**src/rtl/race_pkg.sv**
```systemverilog
// Shared constants, state/lane types and lane-to-x mapping for the race sequencer.
package race_pkg;
  localparam logic [9:0] LANE_L   = 10'd197;
  localparam logic [9:0] LANE_C   = 10'd279;
  localparam logic [9:0] LANE_R   = 10'd361;
  localparam logic [9:0] CAR_Y    = 10'd357;
  localparam logic [9:0] SPR_H    = 10'd121;
  localparam logic [9:0] V_ACTIVE = 10'd480;
  // First row below the car; obstacle top must be above it to overlap.
  localparam logic [9:0] CAR_BOT  = CAR_Y + SPR_H;

  localparam logic [3:0] SPEED_INIT = 4'd2;
  localparam logic [3:0] SPEED_MAX  = 4'd8;
  // Counters compare against the last count so they wrap to 0 on the tick.
  localparam logic [9:0] LEVEL_LAST = 10'd599;  // LEVEL_FRAMES - 1
  localparam logic [6:0] CRASH_LAST = 7'd119;   // CRASH_FRAMES - 1

  typedef enum logic [1:0] {IDLE, PLAY, CRASH} state_e;

  typedef logic [1:0] lane_t;
  localparam lane_t LN_L = 2'd0;
  localparam lane_t LN_C = 2'd1;
  localparam lane_t LN_R = 2'd2;

  function automatic logic [9:0] lane_x(input lane_t l);
    case (l)
      LN_L:    return LANE_L;
      LN_R:    return LANE_R;
      default: return LANE_C;
    endcase
  endfunction
endpackage

```
**src/rtl/race_lfsr16.sv**
```systemverilog
// Free-running 16-bit Fibonacci LFSR (taps 16/14/13/11), advances every clock.
module race_lfsr16 #(
  parameter logic [15:0] SEED = 16'hACE1
) (
  input  logic        clk,
  input  logic        rst_n,
  output logic [15:0] lfsr_o
);
  logic [15:0] lfsr_q;

  // Shift right, feedback from taps into the MSB.
  always_ff @(posedge clk or negedge rst_n) begin
    if (!rst_n) lfsr_q <= SEED;
    else        lfsr_q <= {lfsr_q[0] ^ lfsr_q[2] ^ lfsr_q[3] ^ lfsr_q[5], lfsr_q[15:1]};
  end

  assign lfsr_o = lfsr_q;
endmodule

```
**src/rtl/race_game_ctrl.sv**
```systemverilog
// Per-frame game sequencer: lane moves, one falling obstacle, bar scroll, collision.
// All game state changes on the cycle frame_tick is high, so outputs hold all frame.
module race_game_ctrl
  import race_pkg::*;
(
  input  logic        clk,
  input  logic        reset,
  input  logic [9:0]  hcount,
  input  logic [9:0]  vcount,
  input  logic        left,
  input  logic        right,
  input  logic        start,
  output logic [9:0]  car_x,
  output logic [9:0]  car_y,
  output logic [9:0]  obs_x,
  output logic [9:0]  obs_y,
  output logic        obs_valid,
  output logic [5:0]  bar_scroll,
  output logic [3:0]  speed,
  output logic [15:0] score,
  output logic        crash,
  output logic        frame_tick
);
  state_e      state_q, state_d;
  lane_t       car_lane_q, car_lane_d, obs_lane_q, obs_lane_d, lane_mv;
  logic [9:0]  obs_y_q, obs_y_d, lvl_q, lvl_d;
  logic        obs_v_q, obs_v_d;
  logic [5:0]  bar_q, bar_d;
  logic [3:0]  spd_q, spd_d;
  logic [15:0] score_q, score_d;
  logic [6:0]  crc_q, crc_d;
  logic        tick_q;
  logic [2:0]  l_sync_q, r_sync_q, s_sync_q;  // [0],[1] synchroniser, [2] edge history
  logic        pend_l_q, pend_l_d, pend_r_q, pend_r_d, pend_s_q, pend_s_d;
  logic        rise_l, rise_r, rise_s;
  logic [10:0] obs_sum;
  logic [15:0] lfsr;
  logic        unused_lfsr;

  race_lfsr16 #(.SEED(16'hACE1)) u_lfsr (.clk(clk), .rst_n(reset), .lfsr_o(lfsr));
  assign unused_lfsr = ^lfsr[15:2];

  assign rise_l = l_sync_q[1] & ~l_sync_q[2];
  assign rise_r = r_sync_q[1] & ~r_sync_q[2];
  assign rise_s = s_sync_q[1] & ~s_sync_q[2];

  // Next-state: pending flags every cycle, game state only on the frame tick.
  always_comb begin
    state_d    = state_q;
    car_lane_d = car_lane_q;
    obs_lane_d = obs_lane_q;
    obs_y_d    = obs_y_q;
    obs_v_d    = obs_v_q;
    bar_d      = bar_q;
    spd_d      = spd_q;
    score_d    = score_q;
    lvl_d      = lvl_q;
    crc_d      = crc_q;
    lane_mv    = car_lane_q;
    obs_sum    = {1'b0, obs_y_q} + {7'd0, spd_q};
    pend_l_d   = (tick_q || state_q == CRASH) ? 1'b0 : (pend_l_q | rise_l);
    pend_r_d   = (tick_q || state_q == CRASH) ? 1'b0 : (pend_r_q | rise_r);
    pend_s_d   = tick_q ? 1'b0 : (pend_s_q | (rise_s && state_q == IDLE));
    if (tick_q) begin
      case (state_q)
        IDLE: begin
          if (pend_s_q) begin
            score_d = 16'd0;
            state_d = PLAY;
          end
        end
        PLAY: begin
          if (pend_l_q && !pend_r_q && car_lane_q != LN_L)      lane_mv = car_lane_q - 2'd1;
          else if (pend_r_q && !pend_l_q && car_lane_q != LN_R) lane_mv = car_lane_q + 2'd1;
          car_lane_d = lane_mv;
          if (!obs_v_q) begin
            // Code 3 targets the player's lane after this tick's move.
            obs_v_d    = 1'b1;
            obs_y_d    = 10'd0;
            obs_lane_d = (lfsr[1:0] == 2'd3) ? lane_mv : lfsr[1:0];
          end else begin
            obs_y_d = obs_sum[9:0];
            if (obs_sum >= {1'b0, V_ACTIVE}) begin
              obs_v_d = 1'b0;
              if (score_q != 16'hFFFF) score_d = score_q + 16'd1;
            end
          end
          bar_d = bar_q + {2'd0, spd_q};
          if (lvl_q == LEVEL_LAST) begin
            lvl_d = 10'd0;
            if (spd_q != SPEED_MAX) spd_d = spd_q + 4'd1;
          end else begin
            lvl_d = lvl_q + 10'd1;
          end
          if (obs_v_d && obs_lane_d == lane_mv &&
              ({1'b0, obs_y_d} + {1'b0, SPR_H}) > {1'b0, CAR_Y} && obs_y_d < CAR_BOT)
            state_d = CRASH;
        end
        CRASH: begin
          if (crc_q == CRASH_LAST) begin
            state_d    = IDLE;
            car_lane_d = LN_C;
            obs_lane_d = LN_C;
            obs_y_d    = 10'd0;
            obs_v_d    = 1'b0;
            bar_d      = 6'd0;
            spd_d      = SPEED_INIT;
            lvl_d      = 10'd0;
            crc_d      = 7'd0;
          end else begin
            crc_d = crc_q + 7'd1;
          end
        end
        default: state_d = IDLE;
      endcase
    end
  end

  // State registers, synchronisers and the registered frame tick.
  always_ff @(posedge clk or negedge reset) begin
    if (!reset) begin
      state_q    <= IDLE;
      car_lane_q <= LN_C;
      obs_lane_q <= LN_C;
      obs_y_q    <= 10'd0;
      obs_v_q    <= 1'b0;
      bar_q      <= 6'd0;
      spd_q      <= SPEED_INIT;
      score_q    <= 16'd0;
      lvl_q      <= 10'd0;
      crc_q      <= 7'd0;
      tick_q     <= 1'b0;
      l_sync_q   <= 3'd0;
      r_sync_q   <= 3'd0;
      s_sync_q   <= 3'd0;
      pend_l_q   <= 1'b0;
      pend_r_q   <= 1'b0;
      pend_s_q   <= 1'b0;
    end else begin
      state_q    <= state_d;
      car_lane_q <= car_lane_d;
      obs_lane_q <= obs_lane_d;
      obs_y_q    <= obs_y_d;
      obs_v_q    <= obs_v_d;
      bar_q      <= bar_d;
      spd_q      <= spd_d;
      score_q    <= score_d;
      lvl_q      <= lvl_d;
      crc_q      <= crc_d;
      tick_q     <= (vcount == V_ACTIVE) && (hcount == 10'd0);
      l_sync_q   <= {l_sync_q[1:0], left};
      r_sync_q   <= {r_sync_q[1:0], right};
      s_sync_q   <= {s_sync_q[1:0], start};
      pend_l_q   <= pend_l_d;
      pend_r_q   <= pend_r_d;
      pend_s_q   <= pend_s_d;
    end
  end

  assign car_x      = lane_x(car_lane_q);
  assign car_y      = CAR_Y;
  assign obs_x      = lane_x(obs_lane_q);
  assign obs_y      = obs_y_q;
  assign obs_valid  = obs_v_q;
  assign bar_scroll = bar_q;
  assign speed      = spd_q;
  assign score      = score_q;
  assign crash      = (state_q == CRASH);
  assign frame_tick = tick_q;
endmodule
```
**config.mk**
```make
export PLATFORM = sky130hd
export DESIGN_NAME = race_game_ctrl
export DESIGN_NICKNAME = d
export VERILOG_FILES = /design/src/rtl/race_pkg.sv /design/src/rtl/race_lfsr16.sv /design/src/rtl/race_game_ctrl.sv
export SDC_FILE = /design/constraint.sdc
export NUM_CORES = 1
export LEC_CHECK = 0
export BUFFER_PORTS_ARGS = -buffer_cell sky130_fd_sc_hd__clkbuf_2
export CAP_MARGIN = 10
export CORE_UTILIZATION = 40
export CTS_BUF_LIST = sky130_fd_sc_hd__clkbuf_16
export CTS_CLUSTER_DIAMETER = 200
export CTS_CLUSTER_SIZE = 28
export DETAILED_ROUTE_END_ITERATION = 8
export GPL_TIMING_DRIVEN = 0
export HOLD_SLACK_MARGIN = 0.06
export REMOVE_ABC_BUFFERS = 1
export SLEW_MARGIN = 10
export SYNTH_ARGS = -nofsm -noshare
export SYNTH_HDL_FRONTEND = slang
export SYNTH_SLANG_ARGS = --single-unit
```
**constraint.sdc**
```tcl
create_clock -name clk -period 3.5 [get_ports clk]
set_clock_uncertainty 0.2 [all_clocks]
set_input_delay 0 -clock clk [delete_from_list [all_inputs] [get_ports clk]]
set_output_delay 0 -clock clk [all_outputs]
set_load 0.005 [all_outputs]
```
* After elaboration in Yosys (flattened, before gate mapping) *
Index checks and enable logic that the tools add are counted.

storage, ports and cells
  register bits after elaboration = 89
  output and inout bits = 69
  input bits = 25
  word-level logic and storage cells = 131

cells by class
  add/sub/neg operators = 9
  $lt $le $gt $ge = 3
  muxes and demuxes = 45
  reduce and logical (&&, ||, !) cells = 24
  bitwise logic cells = 12
  equality and inequality tests = 20

operator list
  cell                                                                                   number
  16-bit two-way mux                                                                     4
  10-bit two-way mux                                                                     5
  10-bit case mux with 2 select lines                                                    2
  9-bit case mux with 2 select lines                                                     2
  16-bit case mux with 2 select lines                                                    1
  2-bit two-way mux                                                                      12
  16-bit by 1-bit adder with 16-bit output (second input constant)                       1
  16-bit inequality test (second input constant)                                         1
  2-bit inequality test (second input constant)                                          8
  4-bit two-way mux                                                                      3
  6-bit case mux with 2 select lines                                                     1
  10-bit by 4-bit adder with 11-bit output                                               1
  10-bit by 7-bit adder with 11-bit output (second input constant)                       1
  11-bit by 9-bit greater-or-equal comparator with 1-bit output (second input constant)  1
  11-bit by 9-bit greater-than comparator with 1-bit output (second input constant)      1
  10-bit by 1-bit adder with 10-bit output (second input constant)                       1
  10-bit == test (second input constant)                                                 1
  10-bit by 9-bit == test with 1-bit output (second input constant)                      1
  10-bit zero test                                                                       1
  10-bit by 9-bit < comparator with 1-bit output (second input constant)                 1
  1-bit logical AND                                                                      9
  2-bit == test (second input constant)                                                  4
  1-bit two-way mux                                                                      8
  2-bit case mux with 2 select lines                                                     2
  28 further kinds                                                                       41

* Logic depth before layout (Yosys ltp) *
Gate-level depths: netlist of run 1.

  depth after elaboration = 17
  gate-level depth with buffers = 14

* Cells and area by module *
A second synthesis of run 1 with hierarchy kept.

second synthesis, totals
  cell total of the unflattened synthesis = 490
  area, all modules = 4822.1 sq um

modules (own cells, without submodules)
  module          sequential area each (sq um)  area an instance (sq um)  instances  cells each
  race_game_ctrl  1830.5                        4385.5                    1          471
  race_lfsr16     410.4                         436.7                     1          19

* Worst setup path before layout of run 1 *
OpenSTA, ideal clock, no wires.

  path type = flip-flop to flip-flop
  from = register spd_q[1], in the netlist speed[1]
  to = register state_q[0]
  setup slack = 366 ps
  library setup time = 140 ps
  cell stages (with the launch flop) = 11
  arrival time = 2794 ps
  period minus slack after synthesis = 3134 ps
  cell sequence = dfstp_2 -> inv_1 -> fa_1 -> nand2b_2 -> a21o_2 -> xnor2_1 -> or3_1 -> a211o_1 -> o2111ai_1 -> and4b_1 -> o221ai_1

on the way
  word-level cells in the longest chain between the ends = 11

RTL lines
  element                                                                           RTL line               text
  start: declaration                                                                race_game_ctrl.sv:29   logic [3:0] spd_q, spd_d;
  start signal: assignment                                                          race_game_ctrl.sv:146  spd_q <= spd_d;
  10-bit by 4-bit adder with 11-bit output (*)                                      race_game_ctrl.sv:60   obs_sum = {1'b0, obs_y_q} + {7'd0, spd_q};
  branches (longest 7 deep; another with 10-bit by 7-bit adder with 11-bit output)  --
  1-bit logical AND (*)                                                             race_game_ctrl.sv:96   ({1'b0, obs_y_d} + {1'b0, SPR_H}) > {1'b0, CAR_Y} && obs_y_d < CAR_BOT)
  2-bit inequality test (no source line) (*)                                        --
  4-bit AND reduction (no source line) (*)                                          --
  end signal: assignment                                                            race_game_ctrl.sv:140  state_q <= state_d;
  end: declaration                                                                  race_game_ctrl.sv:24   state_e state_q, state_d;

Every way passes the cells marked *. The select of a mux whose other input is x is not followed.
A chain may end at the register's enable or synchronous reset.

* Final worst setup path of run 1 *
  from = register spd_q[0], in the netlist speed[0]
  to = register state_q[0]

The elaborated chain is that of the path after synthesis.

==> out/metrics.cfg, run 1 <==
[critical_path]
r2r_cells=11
crit_path_max_incr_delay_ps=450
crit_arrival_ps=3400
critPathTopFamily=simple AND/OR/NAND/NOR gates
critPathKind=register to register
crit_path_start_kind=register
crit_chain=ha_1 > inv_1 > fa_1 > nand2b_2 > a21o_2 > xnor2_2 > or3_1 > a211o_1 > o2111ai_1 > and4b_1 > o221ai_1
slowest_stage=dfrtp_2
critPathRequiredTime_ps=3510
crit_path_end_kind=register
critPathMaxFanout=6
path_buf_inv=1
r2r-end=state_q[0]
r2r_slack_ps=110
reg2reg_from=speed[0]

[global_route]
antenna_found_initial=0
grt_pass1_wl_um=19000
grt_usage=0.190
grt_overflow=0
grt_pass1_vias=4003
grt_max_degree=59

[route]
vias=4018
first_pass_iters=9
drt-vias-per-instance=5.42
drtIter0Drc=211
postRouteAntennaNets=0
wirelength_um=11300
remaining_drc_errors=6
wl_per_cell_um=15.2

[final_layout]
nNetsFinal=640
nFillCells=1097
syn2layout_area_growth_pct=19.4
diodes=0
post-route-util=0.497
drive_gt1_frac=0.212

[logic_synthesis]
synth_cell_types=67
async_flop_share=1.00
synth_ff_type=dfrtp_1
synth.avg_cell_area_um2=9.49
yosys_warnings=0
synth.ff_latch_count=89
synthCells=507
synth_area_um2=4810
synth_edf_count=0
yosysSeqAreaShare=0.466

[die]
die_area_um2=12500
initial_core_util=0.416
pin_count=94
dieHeight_um=112
rows=39
die_w_um=112
core_um2=11600

[job]
drv_cap=0

[clock_network]
cts_tree=yes
cts_max_path_buffers=2
numCtsBuffers=9
clk_latency_ps=350
cts.htree.levels=3
clkSlewWorstSetupHoldPaths_ps=60
root_buffer=clkbuf_16
cts_sinks=89

[power_and_ir_drop]
leakage_nw=2.70
pwr-share-clk=0.482
internal_power_mw=1.67
netSwitchingPower_uw=431
p_seq_frac=0.493
powerDensity_nw_per_um2=366
p_comb_frac=0.024
switching_share=0.205
ir_worst_vdd_v=0.000257

[timing]
hold_viol=0
tightest_slew_ps=831
finalMaxSlewViolations=0
setup_tns_ps=0
max_freq_mhz=295
slew_headroom=0.446
min_period_over_period=0.967
setup_violations=0
layout_min_cycle_time_ps=3390

[place]
portBuffers=79
finalWeightedCongestion=0.870
hpwl_um=8060

[min_path]
holdPathEnd=s_sync_q[0]
hp-class=input pin to register
hold_depth=2
min_from=start

[outcome]
violations=design-rule violations
status=complete, but fails checks

==> registers in the layout, indices dropped and copies added, names as in the netlist <==
| name | count |
|---|---|
| s_sync_q | 3 |
| state_q | 2 |
| pend_l_q | 1 |
| l_sync_q | 3 |
| obs_lane_q | 2 |
| score | 16 |
| pend_r_q | 1 |
| frame_tick | 1 |
| obs_y | 10 |
| crc_q | 7 |
| bar_scroll | 6 |
| u_lfsr.lfsr_o | 16 |
| r_sync_q | 3 |
| speed | 4 |
| lvl_q | 10 |
| car_lane_q | 2 |
| obs_valid | 1 |
| pend_s_q | 1 |
==> layer usage <==
| layer | GRT usage | share of wire | up-vias |
|---|---|---|---|
| met3 | 0.0495 | 0.049 | 7 |
| li1 | - | - | 1940 |
| met1 | 0.243 | 0.46 | 1954 |
| met2 | 0.318 | 0.48 | 117 |
| met4 | 0.0541 | 0.0093 | 0 |
| met5 | 0 | 0 | - |
==> through the flow <==
stage	std cells	setup slack (ps)	power [mW]	hold slack [ps]	instance area, um2
finish	742	114	2.10	99.1	5740
global route	742	-14.1	2.17	94.1	5740
CTS	739	-4.18	2.13	90.6	5720
detailed placement	714	-9.95	1.10	-187	5310
global placement	712	-767	1.09	-89.7	5240
floorplan	490	362	1.06	-496	4670
==> cell usage after synthesis (3+ instances only) <==
cell | number | area (um2)
dfrtp_1 | 78 | 1950
nand2_1 | 56 | 210
o21ai_0 | 53 | 265
nor2_1 | 35 | 131
inv_1 | 26 | 97.6
a21oi_1 | 19 | 95.1
ha_1 | 19 | 238
nand3_1 | 19 | 95.1
buf_4 | 18 | 135
nor3_1 | 13 | 65.1
or3_1 | 12 | 75.1
xnor2_1 | 12 | 105
dfstp_2 | 11 | 289
xor2_1 | 10 | 87.6
clkbuf_1 | 9 | 33.8
and3_1 | 8 | 50.1
nand4_1 | 8 | 50.1
nor2b_1 | 6 | 37.5
nand2b_1 | 5 | 31.3
o21a_1 | 5 | 37.5
a21o_1 | 4 | 30.0
a21oi_2 | 4 | 35.0
and2_1 | 4 | 25.0
mux2i_1 | 4 | 40.0
o211ai_1 | 4 | 30.0
o31ai_1 | 4 | 30.0
a22o_1 | 3 | 26.3
a32o_1 | 3 | 30.0
nand4b_1 | 3 | 26.3
nor4_1 | 3 | 18.8
nor4b_1 | 3 | 26.3
o22ai_1 | 3 | 18.8
==> placed cells by master (no fill, tap or decap), types with 9 or more instances in the layout <==
master     synthesis  final
clkbuf_2           0     78
dfrtp_1           78     77
nand2_1           56     56
o21ai_0           53     52
nor2_1            35     34
inv_1             26     29
a21oi_1           19     19
nand3_1           19     19
ha_1              19     19
conb_1             2     14
nor3_1            13     13
or3_1             12     12
xnor2_1           12     11
dfstp_2           11     11
xor2_1            10     10
clkbuf_16          0      9
==> power by group through the flow <==
stage                     Combinational [mW]  Sequential, mW  Clock, mW
after floorplan                      0.00529            1.05          0
after global placement                0.0393            1.06          0
after detailed placement              0.0441            1.06          0
after CTS                             0.0529            1.04       1.04
after global routing                  0.0589            1.04       1.08
final                                 0.0511            1.04       1.01
==> area by class of cell <==
class | instances | area, um2 | area share
multi-input cells | 375 | 2340 | 0.408
flip-flops and latches | 89 | 2240 | 0.390
repair buffers | 93 | 576 | 0.100
clock buffers | 9 | 225 | 0.0392
well taps | 143 | 179 | 0.0311
inverters | 26 | 97.6 | 0.0170
clock inverters | 7 | 80.1 | 0.0139
==> worst reg2reg max path, cell delays in order (launching register included) <==
cell,delay [ps]
dfrtp_2,450
ha_1,210
inv_1,60
fa_1,450
nand2b_2,230
a21o_2,260
xnor2_2,190
or3_1,450
a211o_1,280
o2111ai_1,100
and4b_1,270
o221ai_1,110
==> worst max path at each step <==
stage          startpoint            end  slack (ps)  cells past startpoint
2_1_floorplan    speed[1]     state_q[0]         360                     10
3_3_place_gp     crc_q[0]  bar_scroll[4]        -770                      6
3_5_place_dp     speed[1]     state_q[1]         -10                     10
4_1_cts          speed[1]      score[13]          -4                     10
5_1_grt          speed[0]      score[13]         -10                     11
6_report         speed[0]     state_q[0]         110                     11
==> cells by family (layout without fill, tap and decap cells) <==
group                    Yosys count  count (layout)  synth area share
AO/OA/AOI/OAI                    124             124             0.165
XOR/XNOR                          22              22            0.0401
adder cells (fa/ha/maj)           21              21            0.0578
buffers and inverters             55             135            0.0588
flip-flops                        89              89             0.466
multiplexers                       4               4           0.00832
other                              2              14           0.00156
AND/OR/NAND/NOR                  190             190             0.203
==> what timing repair did <==
item                                    in CTS  in global routing
endpoints found under the setup margin       1                 16
hold buffers                                 9                  0
setup buffers                                0                  3
hold endpoints to repair                    85                  0
pin swaps                                    0                  1
cloned                                       0                  0
resized for setup                            1                  2
Note: power is estimated with default switching activity, not from simulation.
==> run 2, diff against run 1 <==
- PLACE_DENSITY_LB_ADDON: not set -> 0.2
- SKIP_CTS_REPAIR_TIMING: not set -> 1
==> run 2 against run 1 <==
Against the previous run: the flow still finishes with violations (design-rule violations); clock power down 7%; via count is 0.90% lower; combinational power fell by 3%.
==> out/metrics.cfg, run 2 (synthesis results as in run 1) <==
[final_layout]
nNetsFinal=638  ; -0.31%
final_cell_mix=clkbuf_2, dfrtp_1, nand2_1
post-route-util=0.493  ; -0.00324
stdcell_count=740  ; -0.27%
diodes=0  ; unchanged
syn2layout_area_growth_pct=18.7
drive_gt1_frac=0.216  ; +0.00406
layout_commonest_cell=clkbuf_2

[die]
rows=39  ; unchanged
pin_count=94  ; unchanged
die_area_um2=12500  ; unchanged
core_um2=11600  ; unchanged
initial_core_util=0.416  ; unchanged
dieHeight_um=112  ; unchanged
die_w_um=112  ; unchanged

[clock_network]
root_buffer=clkbuf_16
cts_max_path_buffers=2  ; unchanged
numCtsBuffers=9  ; unchanged
cts_sinks=89  ; unchanged
cts.htree.levels=3  ; unchanged
clkSlewWorstSetupHoldPaths_ps=60  ; about the same
cts_tree=yes
clk_latency_ps=340  ; about the same

[critical_path]
critPathMaxFanout=6  ; unchanged
crit_path_end_kind=register
critPathRequiredTime_ps=3500  ; about the same
r2r_slack_ps=190  ; +80 ps
crit_path_start_kind=register
crit_arrival_ps=3300  ; -100 ps
critPathKind=register to register

[route]
drt-vias-per-instance=5.38  ; -0.63%
remaining_drc_errors=7  ; +1
wl_per_cell_um=14.7  ; -3.6%
wirelength_um=10900  ; -3.9%
postRouteAntennaNets=0  ; unchanged
drtIter0Drc=257  ; +22%
first_pass_iters=8  ; -1
vias=3982  ; -0.90%

[min_path]
hp-class=input pin to async pin

[place]
hpwl_um=7850  ; -2.7%
dp.cells=714  ; unchanged
portBuffers=79  ; unchanged
finalWeightedCongestion=0.802  ; -7.9%

[global_route]
grt_usage=0.183  ; -0.00732
grt_max_degree=60  ; +1.7%
antenna_found_initial=0  ; unchanged
grt_pass1_wl_um=18300  ; -3.5%
grt_pass1_vias=3709  ; -7.3%
grt_overflow=0  ; unchanged

[power_and_ir_drop]
ir_worst_vdd_v=0.000262  ; +1.6%
leakage_nw=2.67  ; -1.3%
powerDensity_nw_per_um2=354  ; -3.1%

[timing]
rsz0062_at_grt=false
finalMaxSlewViolations=0  ; unchanged
max_freq_mhz=303  ; +2.4%
hold_viol=0  ; unchanged
setup_violations=0  ; unchanged
layout_min_cycle_time_ps=3310  ; -80.2 ps
setup_tns_ps=0  ; unchanged
tightest_slew_ps=899  ; +68.2 ps
slew_headroom=0.400  ; -0.0455
min_period_over_period=0.944  ; -0.0229

[outcome]
violations=design-rule violations
status=complete, but fails checks

[job]
drv_cap=0  ; unchanged

## run 2: critical path, cell delays in order, from the launching register on
cell and delay [ps]:
dfrtp_2 430, ha_1 200, inv_1 60, fa_1 430, nand2b_2 230, a21o_2 260, xnor2_2 190, or3_1 440
a211o_1 280, o2111ai_1 90, and4b_1 270, o221ai_1 110
## run 2: path summary, 6_finish.rpt
kind | startpoint | endpoint | cells past startpoint
worst max-delay path | speed[0] | state_q[0] | 11
worst min-delay path | reset | car_lane_q[0] | 2
worst max register to register | speed[0] | state_q[0] | 11
worst min register to register | l_sync_q[0] | l_sync_q[1] | 0
max in group asynchronous | reset | u_lfsr.lfsr_o[11] | 3
min in group clk | right | r_sync_q[0] | 2
## run 2: where the power goes
group	switching, mW	total [mW]	internal (mW)	leakage, nW
clock network	0.392	0.936	0.544	0.134
registers	0.00175	1.04	1.03	1.16
logic	0.0296	0.0498	0.0201	1.37
## run 2: final cells by class
cell class / instances / area (um2)
clock buffer: 9 / 225
clock inverter: 7 / 61.3
fill: 1091 / 5860
inverter: 26 / 97.6
multi-input combinational: 375 / 2360
sequential: 89 / 2240
tap: 143 / 179
timing repair buffer: 91 / 546
## run 2: through the flow
step	hold slack (ps)	instance area (um2)	setup slack [ps]	power [mW]
6_report	59.3	5710	195	2.02
5_1_grt	65.0	5710	32.2	2.10
3_3_place_gp	-88.0	5240	-638	1.09
2_1_floorplan	-496	4670	362	1.06
3_5_place_dp	-193	5290	85.1	1.10
4_1_cts	-557	5580	55.4	2.04
## run 2: metal layers
layer	up-vias	wire length, um	GRT usage
li1	1943	-	-
met1	1922	5090	0.252
met2	106	5040	0.283
met3	11	604	0.0441
met4	0	138	0.0595
met5	-	0	0
==> run 3, diff against run 2 <==
- GPL_TIMING_DRIVEN: 0 -> not set
==> run 3 against run 2 <==
Against the previous run: the run still ends with design-rule violations left; clock power rose by 9%; setup slack better by 29 ps; final area hardly changed; combinational power is 11% lower; register-to-register slack improved by 30 ps; sequential share of layout area is essentially flat; clock-buffer cell count unchanged; via count increased by 0.40%; critical path depth decreased by 1; first-iteration DRC count is 24% lower; non-clock buffer count increased by 4; critical path type unchanged; critical endpoint is now state_q[1]; largest cell class unchanged.
==> out/metrics.cfg, run 3 (synthesis results as in run 1) <==
[outcome]
status=complete, but fails checks
violations=design-rule violations

[critical_path]
r2r_slack_ps=220  ; +30 ps
crit_chain=inv_1 > fa_1 > nand2b_2 > a21o_2 > xnor2_1 > nand3_1 > a2111oi_0 > a311oi_1 > and4b_1 > a22o_1
crit_path_start_kind=register
critPathKind=register to register
critPathTopFamily=compound AO/OA/AOI/OAI gates
crit_path_max_incr_delay_ps=530  ; +90 ps
slowest_stage=dfstp_2
path_buf_inv=1  ; unchanged
crit_path_end_kind=register
crit_arrival_ps=3320  ; +20 ps
critPathMaxFanout=5  ; -1
critPathRequiredTime_ps=3540  ; +40 ps

[place]
hpwl_um=8090  ; +3.0%
finalWeightedCongestion=0.845  ; +5.4%
preCtsSetupSlack_ps=267  ; +182 ps
dp.cells=721  ; +0.98%
placed_area_um2=5320  ; +0.47%
portBuffers=79  ; unchanged

[global_route]
met3_usage=0.0539  ; +0.00980
grt_usage=0.189  ; +0.00566
grt_pass1_vias=3773  ; +1.7%
grt_pass1_wl_um=18500  ; +1.2%
grtUsageMet1=0.242  ; -0.0102
grt_overflow=0  ; unchanged
grt_use_met2=0.306  ; +0.0232
grt_max_degree=82  ; +37%
antenna_found_initial=0  ; unchanged
top_usage_layer=met2

[route]
vias=3998  ; +0.40%
drt-vias-per-instance=5.37  ; -0.14%
first_pass_iters=9  ; +1
remaining_drc_errors=7  ; unchanged
postRouteAntennaNets=0  ; unchanged
wirelength_um=11300  ; +3.5%
drtIter0Drc=195  ; -24%
wl_per_cell_um=15.1  ; +2.9%

[clock_network]
cts_max_path_buffers=2  ; unchanged
cts_sinks=89  ; unchanged
clkSlewWorstSetupHoldPaths_ps=70  ; about the same
cts.htree.levels=3  ; unchanged
clk_latency_ps=350  ; about the same
numCtsBuffers=9  ; unchanged
root_buffer=clkbuf_16
cts_tree=yes

[power_and_ir_drop]
powerDensity_nw_per_um2=368  ; +3.9%
ir_worst_vdd_v=0.000221  ; -16%
leakage_nw=2.68  ; +0.58%
power_mw=2.10  ; +3.8%

[timing]
min_period_over_period=0.936  ; -0.00821
setup_tns_ps=0  ; unchanged
rsz0062_at_grt=false
whs_ps=99.8  ; +40.5 ps
setup_violations=0  ; unchanged
hold_viol=0  ; unchanged
postLayoutSetupSlackWorst_ps=223  ; +28.7 ps
finalMaxSlewViolations=0  ; unchanged
tightest_slew_ps=1070  ; +170 ps
layout_min_cycle_time_ps=3280  ; -28.7 ps
slew_headroom=0.287  ; -0.113
max_freq_mhz=305  ; +0.88%

[min_path]
hp-class=input pin to register

[die]
die_w_um=112  ; unchanged
initial_core_util=0.416  ; unchanged
rows=39  ; unchanged
die_area_um2=12500  ; unchanged
core_um2=11600  ; unchanged
dieHeight_um=112  ; unchanged
pin_count=94  ; unchanged

[job]
drv_cap=0  ; unchanged

[final_layout]
post-route-util=0.493  ; about the same
diodes=0  ; unchanged
stdcell_count=744  ; +0.54%
final_cell_mix=dfrtp_1, clkbuf_2, nand2_1
syn2layout_area_growth_pct=18.5  ; about the same
finish.instance_area_um2=5700  ; about the same
nNetsFinal=642  ; +0.63%
drive_gt1_frac=0.216  ; +0.000226

-- run 3: report_power, final --
| part | switching [mW] | internal (mW) | total [mW] |
|---|---|---|---|
| registers | 0.00195 | 1.03 | 1.04 |
| clock network | 0.400 | 0.619 | 1.02 |
| logic | 0.0287 | 0.0154 | 0.0441 |
| total | 0.430 | 1.67 | 2.10 |
-- run 3: layout make-up --
class	count	area, um2
Clock inverter	7	86.3
Timing Repair Buffer	95	536
Inverter	26	97.6
Tap cell	143	179
Sequential cell	89	2240
Fill cell	1128	5860
Multi-Input combinational cell	375	2340
Clock buffer	9	225
-- run 3: worst register-to-register path: stages, from the launching register on --
cell and delay, ps:
dfstp_2 530, inv_1 70, fa_1 470, nand2b_2 220, a21o_2 250, xnor2_1 360, nand3_1 130, a2111oi_0 440
a311oi_1 90, and4b_1 220, a22o_1 190
-- run 3: metal layers --
layer / up-vias / wire [um]
li1: 1952 / -
met1: 1934 / 5170
met2: 101 / 5320
met3: 11 / 586
met4: 0 / 166
met5: - / 0
-- run 3: path summary, 6_finish.rpt --
check	end	startpoint	cells after the start
setup / recovery	state_q[1]	speed[1]	10
hold / removal	s_sync_q[0]	start	2
setup reg to reg	state_q[1]	speed[1]	10
hold reg to reg	l_sync_q[1]	l_sync_q[0]	0
max in group asynchronous	score[2]	reset	3
min in group asynchronous	obs_y[9]	reset	2
